File: src/rtl/adc_frame_spi_tx_if.sv
// Sample stream from the AD7265 parallel-read stage: 12-bit code plus channel tag.
// One-cycle valid strobe, no backpressure.
interface adc_frame_spi_tx_if #(
  parameter int DATA_W = 12
);
  logic [DATA_W-1:0] s_data;
  logic [1:0]        s_chan;
  logic              s_valid;

  modport master (output s_data, output s_chan, output s_valid);
  modport slave  (input  s_data, input  s_chan, input  s_valid);
endinterface

File: src/rtl/adc_frame_spi_tx.sv
// Buffers tagged ADC samples in a FIFO and ships them as CS-framed, MSB-first SPI
// frames (one word per channel) to the DSP McBSP acting as slave receiver.
module adc_frame_spi_tx #(
  parameter int CLK_DIV         = 2,
  parameter int WORDS_PER_FRAME = 4,
  parameter int FIFO_DEPTH      = 8,
  parameter int GAP_CYC         = 4,
  parameter int DATA_W          = 12
) (
  input  logic                          clkin,
  input  logic                          rst,
  adc_frame_spi_tx_if.slave             s_if,
  output logic                          sclk,
  output logic                          spi_cs,
  output logic                          mosi,
  output logic [$clog2(FIFO_DEPTH):0]   fifo_level,
  output logic                          frame_done,
  output logic                          ovf,
  output logic                          sync_err
);

  localparam int ENTRY_W    = DATA_W + 2;
  localparam int WORD_W     = DATA_W + 4;
  localparam int FRAME_BITS = WORD_W * WORDS_PER_FRAME;
  localparam int AW         = $clog2(FIFO_DEPTH);
  localparam int LW         = AW + 1;
  localparam int DIV_W      = (CLK_DIV > 1) ? $clog2(CLK_DIV) : 1;
  localparam int GAP_W      = (GAP_CYC > 1) ? $clog2(GAP_CYC) : 1;
  localparam int BIT_W      = $clog2(FRAME_BITS);
  localparam int WB_W       = $clog2(WORD_W);

  typedef enum logic [2:0] {IDLE, HEAD, SHIFT, TAIL, GAP} state_t;

  state_t               state_q, state_d;
  logic [ENTRY_W-1:0]   mem [FIFO_DEPTH];
  logic [AW-1:0]        wr_ptr, rd_ptr;
  logic [LW-1:0]        level_q;
  logic                 full, push, pop;
  logic [ENTRY_W-1:0]   head;
  logic [1:0]           head_chan;
  logic [WORD_W-1:0]    head_word;
  logic [WORD_W-1:0]    sh_word;
  logic                 sh_load, sh_shift;
  logic [DIV_W-1:0]     div_q, div_d;
  logic [BIT_W-1:0]     bit_q, bit_d;
  logic [GAP_W-1:0]     gap_q, gap_d;
  logic                 tick, last_bit, word_end;
  logic                 sclk_d, cs_d, mosi_d, done_d, sync_set;

  // Serial word layout: two zero pad bits, channel tag, then the ADC code.
  function automatic logic [WORD_W-1:0] fmt_word(input logic [ENTRY_W-1:0] e);
    return {2'b00, e};
  endfunction

  assign head       = mem[rd_ptr];
  assign head_chan  = head[ENTRY_W-1 -: 2];
  assign head_word  = fmt_word(head);
  assign full       = (level_q == LW'(FIFO_DEPTH));
  assign push       = s_if.s_valid && (!full || pop);
  assign fifo_level = level_q;
  assign tick       = (div_q == DIV_W'(CLK_DIV - 1));
  assign last_bit   = (bit_q == BIT_W'(FRAME_BITS - 1));
  assign word_end   = &bit_q[WB_W-1:0];

  // ---- FIFO: a pop frees the slot a same-cycle push may land in when full
  always_ff @(posedge clkin) begin
    if (push) mem[wr_ptr] <= {s_if.s_chan, s_if.s_data};
  end

  always_ff @(posedge clkin) begin
    if (rst) begin
      wr_ptr  <= '0;
      rd_ptr  <= '0;
      level_q <= '0;
      ovf     <= 1'b0;
    end else begin
      if (push) wr_ptr <= wr_ptr + 1'b1;
      if (pop)  rd_ptr <= rd_ptr + 1'b1;
      if (push && !pop)      level_q <= level_q + 1'b1;
      else if (pop && !push) level_q <= level_q - 1'b1;
      if (s_if.s_valid && !push) ovf <= 1'b1;
    end
  end

  // ---- Frame FSM: state register
  always_ff @(posedge clkin) begin
    if (rst) state_q <= IDLE;
    else     state_q <= state_d;
  end

  always_comb begin
    state_d = state_q;
    case (state_q)
      IDLE:    if (level_q >= LW'(WORDS_PER_FRAME)) state_d = HEAD;
      HEAD:    state_d = (head_chan != 2'd0) ? IDLE : SHIFT;
      SHIFT:   if (tick && !sclk && last_bit) state_d = TAIL;
      TAIL:    if (tick) state_d = GAP;
      GAP:     if (gap_q == GAP_W'(GAP_CYC - 1)) state_d = IDLE;
      default: state_d = IDLE;
    endcase
  end

  // mosi changes only on falling sclk; the word pointer advances on rising sclk,
  // so the DSP always samples a bit that has been stable for a half period.
  always_comb begin
    pop      = 1'b0;
    sh_load  = 1'b0;
    sh_shift = 1'b0;
    sync_set = 1'b0;
    done_d   = 1'b0;
    sclk_d   = sclk;
    cs_d     = spi_cs;
    mosi_d   = mosi;
    div_d    = div_q;
    bit_d    = bit_q;
    gap_d    = gap_q;
    case (state_q)
      IDLE: begin
        div_d  = '0;
        bit_d  = '0;
        gap_d  = '0;
        sclk_d = 1'b1;
        cs_d   = 1'b1;
        mosi_d = 1'b0;
      end
      HEAD: begin
        pop   = 1'b1;
        div_d = '0;
        bit_d = '0;
        if (head_chan != 2'd0) begin
          sync_set = 1'b1;
        end else begin
          sh_load = 1'b1;
          cs_d    = 1'b0;
          mosi_d  = head_word[WORD_W-1];
        end
      end
      SHIFT: begin
        if (tick) begin
          div_d  = '0;
          sclk_d = ~sclk;
          if (sclk) begin
            mosi_d = sh_word[WORD_W-1];
          end else if (!last_bit) begin
            bit_d = bit_q + 1'b1;
            if (word_end) begin
              pop     = 1'b1;
              sh_load = 1'b1;
            end else begin
              sh_shift = 1'b1;
            end
          end
        end else begin
          div_d = div_q + 1'b1;
        end
      end
      TAIL: begin
        if (tick) begin
          div_d  = '0;
          cs_d   = 1'b1;
          mosi_d = 1'b0;
          done_d = 1'b1;
        end else begin
          div_d = div_q + 1'b1;
        end
      end
      GAP: begin
        gap_d = gap_q + 1'b1;
      end
      default: ;
    endcase
  end

  // ---- Output / counter registers
  always_ff @(posedge clkin) begin
    if (rst) begin
      sclk       <= 1'b1;
      spi_cs     <= 1'b1;
      mosi       <= 1'b0;
      frame_done <= 1'b0;
      sync_err   <= 1'b0;
      div_q      <= '0;
      bit_q      <= '0;
      gap_q      <= '0;
    end else begin
      sclk       <= sclk_d;
      spi_cs     <= cs_d;
      mosi       <= mosi_d;
      frame_done <= done_d;
      sync_err   <= sync_err | sync_set;
      div_q      <= div_d;
      bit_q      <= bit_d;
      gap_q      <= gap_d;
    end
  end

  always_ff @(posedge clkin) begin
    if (sh_load)       sh_word <= head_word;
    else if (sh_shift) sh_word <= {sh_word[WORD_W-2:0], 1'b0};
  end

endmodule

File: src/flat_wrapper.sv
// flat-port wrapper written by rule: the top's interface ports become plain ports
module adc_frame_spi_tx_flat 
#(
  parameter int CLK_DIV         = 2,
  parameter int WORDS_PER_FRAME = 4,
  parameter int FIFO_DEPTH      = 8,
  parameter int GAP_CYC         = 4,
  parameter int DATA_W          = 12
)
  (clkin, rst, sclk, spi_cs, mosi, fifo_level, frame_done, ovf, sync_err, s_if_s_data, s_if_s_chan, s_if_s_valid);
  adc_frame_spi_tx_if #(.DATA_W(DATA_W)) s_if_i ();
  input  logic clkin;
  input  logic rst;
  output logic sclk;
  output logic spi_cs;
  output logic mosi;
  output logic [$clog2(FIFO_DEPTH):0] fifo_level;
  output logic frame_done;
  output logic ovf;
  output logic sync_err;
  input wire logic [$bits(s_if_i.s_data)-1:0] s_if_s_data;
  input wire logic [$bits(s_if_i.s_chan)-1:0] s_if_s_chan;
  input wire logic [$bits(s_if_i.s_valid)-1:0] s_if_s_valid;
  assign s_if_i.s_data = s_if_s_data;
  assign s_if_i.s_chan = s_if_s_chan;
  assign s_if_i.s_valid = s_if_s_valid;
  adc_frame_spi_tx #(.CLK_DIV(CLK_DIV), .WORDS_PER_FRAME(WORDS_PER_FRAME), .FIFO_DEPTH(FIFO_DEPTH), .GAP_CYC(GAP_CYC), .DATA_W(DATA_W)) u_core (.clkin(clkin), .rst(rst), .s_if(s_if_i), .sclk(sclk), .spi_cs(spi_cs), .mosi(mosi), .fifo_level(fifo_level), .frame_done(frame_done), .ovf(ovf), .sync_err(sync_err));
endmodule
File: config.mk
export PLATFORM = sky130hd
export DESIGN_NAME = adc_frame_spi_tx_flat
export DESIGN_NICKNAME = d
export VERILOG_FILES = /design/src/rtl/adc_frame_spi_tx_if.sv /design/src/rtl/adc_frame_spi_tx.sv /design/src/flat_wrapper.sv
export SDC_FILE = /design/constraint.sdc
export NUM_CORES = 1
export LEC_CHECK = 0
export BUFFER_PORTS_ARGS = -buffer_cell sky130_fd_sc_hd__buf_2
export CAP_MARGIN = 15
export CORE_ASPECT_RATIO = 1.2
export CORE_MARGIN = 5
export CORE_UTILIZATION = 61
export DETAILED_ROUTE_END_ITERATION = 16
export PLACE_DENSITY = 0.75
export SETUP_SLACK_MARGIN = 0.2
export SLEW_MARGIN = 20
export SYNTH_ARGS = -nofsm -noshare
export SYNTH_HDL_FRONTEND = slang
export SYNTH_SLANG_ARGS = --single-unit
File: constraint.sdc
create_clock -name clkin -period 3.85 [get_ports clkin]
set_input_delay 0.5775 -clock clkin [delete_from_list [all_inputs] [get_ports clkin]]
set_output_delay 0.5775 -clock clkin [all_outputs]
set_load 0.01 [all_outputs]
* After elaboration in Yosys (flattened, before gate mapping) *
Memory sizes are Yosys's and may differ from the RTL's. A register that Yosys moved wholly into a read port is not among the register bits.
Index checks and enable logic that the tools add are counted.

word-level totals
  bits in latches = 0
  logic and storage cells = 118
  bits in read-only memories = 0
  output and inout bits = 10
  memories kept = 1
  flip-flop bits (word level) = 44
  memory bits (writable) = 112

operators by class
  magnitude comparators = 1
  equal/unequal tests = 16
  bitwise operators = 3
  divide/modulo/power cells = 0
  muxes and demuxes = 45
  reduce and logical (&&, ||, !) cells = 30
  multipliers = 0
  add/subtract/negate cells = 7
  shift-type cells = 0

memories
  name        depth  bits a word  rd ports  clocked after memory_dff  wr ports  RTL line                source
  u_core.mem  8      14           1         1                         1         adc_frame_spi_tx.sv:35  logic [ENTRY_W-1:0] mem [FIFO_DEPTH];

operator list
  cell                 number
  $mux 14              2
  $mux 1               22
  $mux 3               6
  $mux 6               3
  $pmux 3 s5           1
  $reduce_bool 2->1    7
  $ne 2x1->1 const B   6
  $pmux 6 s2           1
  $reduce_and 4->1     3
  $mux 4               2
  $pmux 1 s2           4
  $add 3x1->3 const B  2
  $add 6x1->6 const B  1
  $eq 3x2->1 const B   2
  $eq 6x6->1 const B   1
  $logic_and 1x1->1    6
  $ne 2x2->1 const B   3
  $reduce_or 2->1      3
  $reduce_and 5->1     1
  $add 4x1->4 const B  1
  $eq 4x4->1 const B   1
  $ge 4x3->1 const B   1
  $logic_not 1->1      4
  $pmux 1 s4           1
  17 further kinds     18

* Longest topological paths before layout *
  depth in word-level cells = 12
  mapped depth = 13

* Least setup slack after synthesis *
Ideal clock, no wire load.

  path type = reg2reg
  start point = reg u_core.div_q
  end point = mem u_core.mem[0][0] (netlist bit) (enable)
  data required time = 3429 ps
  setup slack = 505 ps
  cell stages (with the launch flop) = 5
  arrival = 2924 ps
  setup time = 421 ps
  cells stage by stage = dfxtp_1 -> or3b_2 -> o41ai_4 -> o21ai_2 -> nor4_1

between the ends
  longest elaborated chain between the ends = 6

RTL lines
  item                          RTL line                 source
  from (decl)                   adc_frame_spi_tx.sv:44   logic [DIV_W-1:0] div_q, div_d;
  from (signal assigned)        adc_frame_spi_tx.sv:191  div_q <= div_d;
  $mux 1                        adc_frame_spi_tx.sv:139  if (tick) begin
  $pmux 1 s2                    adc_frame_spi_tx.sv:117  case (state_q)
  $logic_or 1x1->1              adc_frame_spi_tx.sv:59   assign push = s_if.s_valid && (!full || pop);
  $logic_and 1x1->1             adc_frame_spi_tx.sv:59
  $mux 1                        adc_frame_spi_tx.sv:67   if (push) mem[wr_ptr] <= {s_if.s_chan, s_if.s_data};
  $mux 1 (implied by the code)  adc_frame_spi_tx.sv:67
  to (decl)                     adc_frame_spi_tx.sv:35

Every way passes these cells.

* Worst setup path after layout *
  start point = reg u_core.div_q
  end point = reg u_core.level_q[3], in the netlist u_core.fifo_level[3]

between the ends
  longest elaborated chain between the ends = 7
  elaborated cells on any way between the ends = 10

RTL lines
  item                                RTL line                 source
  $mux 1 *                            adc_frame_spi_tx.sv:139
  $pmux 1 s2 *                        adc_frame_spi_tx.sv:117
  $logic_or 1x1->1 *                  adc_frame_spi_tx.sv:59
  $logic_and 1x1->1 *                 adc_frame_spi_tx.sv:59
  named net u_core.push               adc_frame_spi_tx.sv:38   logic full, push, pop;
  $logic_not 1->1                     adc_frame_spi_tx.sv:80   else if (pop && !push) level_q <= level_q - 1'b1;
  $logic_and 1x1->1                   adc_frame_spi_tx.sv:80
  $reduce_bool 2->1 (no source line)  -
  to (signal assigned)                adc_frame_spi_tx.sv:79   if (push && !pop) level_q <= level_q + 1'b1;
  to (signal assigned)                adc_frame_spi_tx.sv:80
  to (decl)                           adc_frame_spi_tx.sv:37   logic [LW-1:0] level_q;

The timed path passes the listed nets; every way through them passes the cells marked *.
A chain may end at the register's enable or synchronous reset.

==> reports/qor.yml <==
fill_cells: 682
synth_area_mm2: 0.00641
slowest_stage: "or3b_2"
clk_path_buf_depth: 2
drcViolationCount: 0
io-pin-count: 27
initial_core_util: 0.616
viasPerCell: 6.00
ant_nets: 0
hpwl_um: 6920
place_congestion: 0.851
grt_pass1_vias: 3512
die_area_mm2: 0.0127
timing.setup.tns_ps: 0
fin_crit_ps: 3300
setup_violations: 0
row_count: 41
grt_max_degree: 27
grtUsageTotal: 0.193
start_kind: "flip-flop"
synthArstFlopShare: 0
cp.arrival_ps: 3640
htreeDepth: 4
path_class: "flip-flop to flip-flop"
root_buffer: "clkbuf_16"
placed_area_mm2: 0.00676
power.share.clock: 0.365
cts_tree: "done"
num-nets-final: 449
syn_inst: 382
postCtsHoldBufs: 0
ys_warn_count: 0
cts_buffers: 17
p_per_area_mw_per_mm2: 603
antenna_found_initial: 0
hold_viol_final: 0
avgRoutedWirePerCell_um: 20.4
ys_ff_latch: 159
worstSkewPairLatency_ps: 420
core_area_mm2: 0.0104
synth_edf_count: 126
die_w_um: 104
maxSlewHeadroom: 0.433
report.final.slew_viol_count: 0
num_vias: 3394
worstPathMaxFanout: 9
grt_pass1_wl_um: 18600
power_mw: 4.43
avgSynthCellArea_um2: 16.8
combPwrFrac: 0.158
clock.fmax_ghz: 0.303
holdWs_ps: 429
leakage_nw: 2.56
dr.first_iter.drc_count: 217
synth_flop_cell: "edfxtp_1"
path_clk_slew_ps: 60
skew_ps: 16.2
switching_share: 0.247
worst_pin_slew_ps: 845
cell_internal_pwr_mw: 3.34
firstDrtPassIters: 4
cts_resized: 0
hold_class: "input port to flip-flop"
synth_cell_type_count: 48
synth.top_cell.area_share: 0.590
ys_seq_area_frac: 0.693
end_kind: "flip-flop"
cts.sinks: 159
outcome: "finished clean"
syn_to_final_growth_pct: 14.5
crit_chain: "or3b_2 > o41ai_4 > o21ai_2 > inv_1 > ha_1 > inv_1 > ha_1 > a21o_1 > a21oi_1 > xnor2_1 > or3_1 > a21oi_1"
synth_top_area_cell: "edfxtp_1"
seq_power_share: 0.477
required_ps: 4190
slowest_delay_ps: 540
period_share: 0.857
rsz0062_at_grt: "no"
final_cell_mix: "edfxtp_1, nor2_1, dfxtp_1, mux4_2, buf_2"
maxCapViolations: 0
overflow: 0
drt-total-wl_um: 11600
antenna_cells: 0
ir_worst_vdd_mv: 0.297
synth_fp_nets: 407
synthTopCellsByArea: "edfxtp_1, dfxtp_1, mux4_2, mux2_2, nor2_1"
layout_commonest_cell: "edfxtp_1"
p_sw_mw: 1.10
drive_gt1_frac: 0.302
cts_setup_buffers: 0
die_h_um: 122
crit_buf_inv: 2
final_cell_area_mm2: 0.00734
critPathTopFamily: "compound AO/OA/AOI/OAI gates"
port_buffers: 26
[power by group through the flow]
stage / clock (mW) / combinational, mW / sequential (mW)
after floorplan: 0 / 0.534 / 2.10
after global placement: 0 / 0.675 / 2.14
after detailed placement: 0 / 0.695 / 2.15
after CTS: 1.64 / 0.710 / 2.12
after global routing: 1.72 / 0.762 / 2.13
final: 1.62 / 0.702 / 2.11
[state kept, by name, indices dropped and copies added, names as in the netlist, named ones only]
signal and flops:
u_core.bit_q 6, u_core.div_q 1, u_core.fifo_level 4, u_core.frame_done 1
u_core.gap_q 2, u_core.mem 112, u_core.mosi 1, u_core.ovf 1
u_core.rd_ptr 3, u_core.sclk 1, u_core.sh_word 16, u_core.spi_cs 1
u_core.state_q 3, u_core.sync_err 1, u_core.wr_ptr 3
[worst paths after layout]
kind                   start                   end  slack, ps  cells after the start
max             u_core.div_q  u_core.fifo_level[3]        550                     12
min           s_if_s_data[8]      u_core.mem[6][8]        430                      1
max reg2reg     u_core.div_q  u_core.fifo_level[3]        550                     12
min reg2reg  u_core.sync_err       u_core.sync_err        450                      2
[routing by layer]
metal,vias to the layer above,routed length (µm),global-route usage
li1,1564,-,-
met1,1717,4740,0.231
met2,89,6120,0.339
met3,24,417,0.0373
met4,0,284,0.0886
met5,-,0,0
[through the flow]
step                setup slack, ps  cells   util
detailed placement              583    534  0.649
CTS                             547    566  0.705
global placement                700    534  0.649
floorplan                       505    382      -
finish                          552    566  0.705
global route                    410    566  0.705
[cells in the mapped netlist, types with 2 or more instances]
master	instances
mux4_2	26
mux2_4	7
o21ai_0	9
o21ba_2	2
mux2_2	16
nor3_1	7
inv_1	7
buf_2	4
nor2_1	32
nand2_1	8
and3_1	2
nand3b_1	2
nor2b_1	7
and2_1	3
mux2i_1	9
a22oi_1	3
nand2b_1	4
dfxtp_1	33
a211o_1	2
xor2_1	6
xnor2_1	4
clkbuf_1	11
ha_1	7
nand3_1	6
a211oi_1	3
a21oi_1	13
edfxtp_1	126
o22a_1	2
or3b_2	2
[logic make-up after synthesis]
kind of cell / count (synthesis) / share of synthesized area
adders and majority gates: 8 / 0.0168
DFF: 159 / 0.693
xor gates and xnor gates: 10 / 0.0137
buffers and inverters: 23 / 0.0154
and+or+nand+nor: 81 / 0.0646
muxes: 58 / 0.150
AOI/OAI and AO/OA: 43 / 0.0468
[area by class of cell]
type,instances,area (µm²),area share
timing repair buffer,39,228,0.0310
sequential,159,4450,0.605
clock buffer,26,547,0.0744
inverter,7,26.3,0.00358
clock inverter,6,40.0,0.00545
tap,129,161,0.0220
multi-input combinational,200,1900,0.258
No activity file was read; power rests on OpenSTA's default activity.
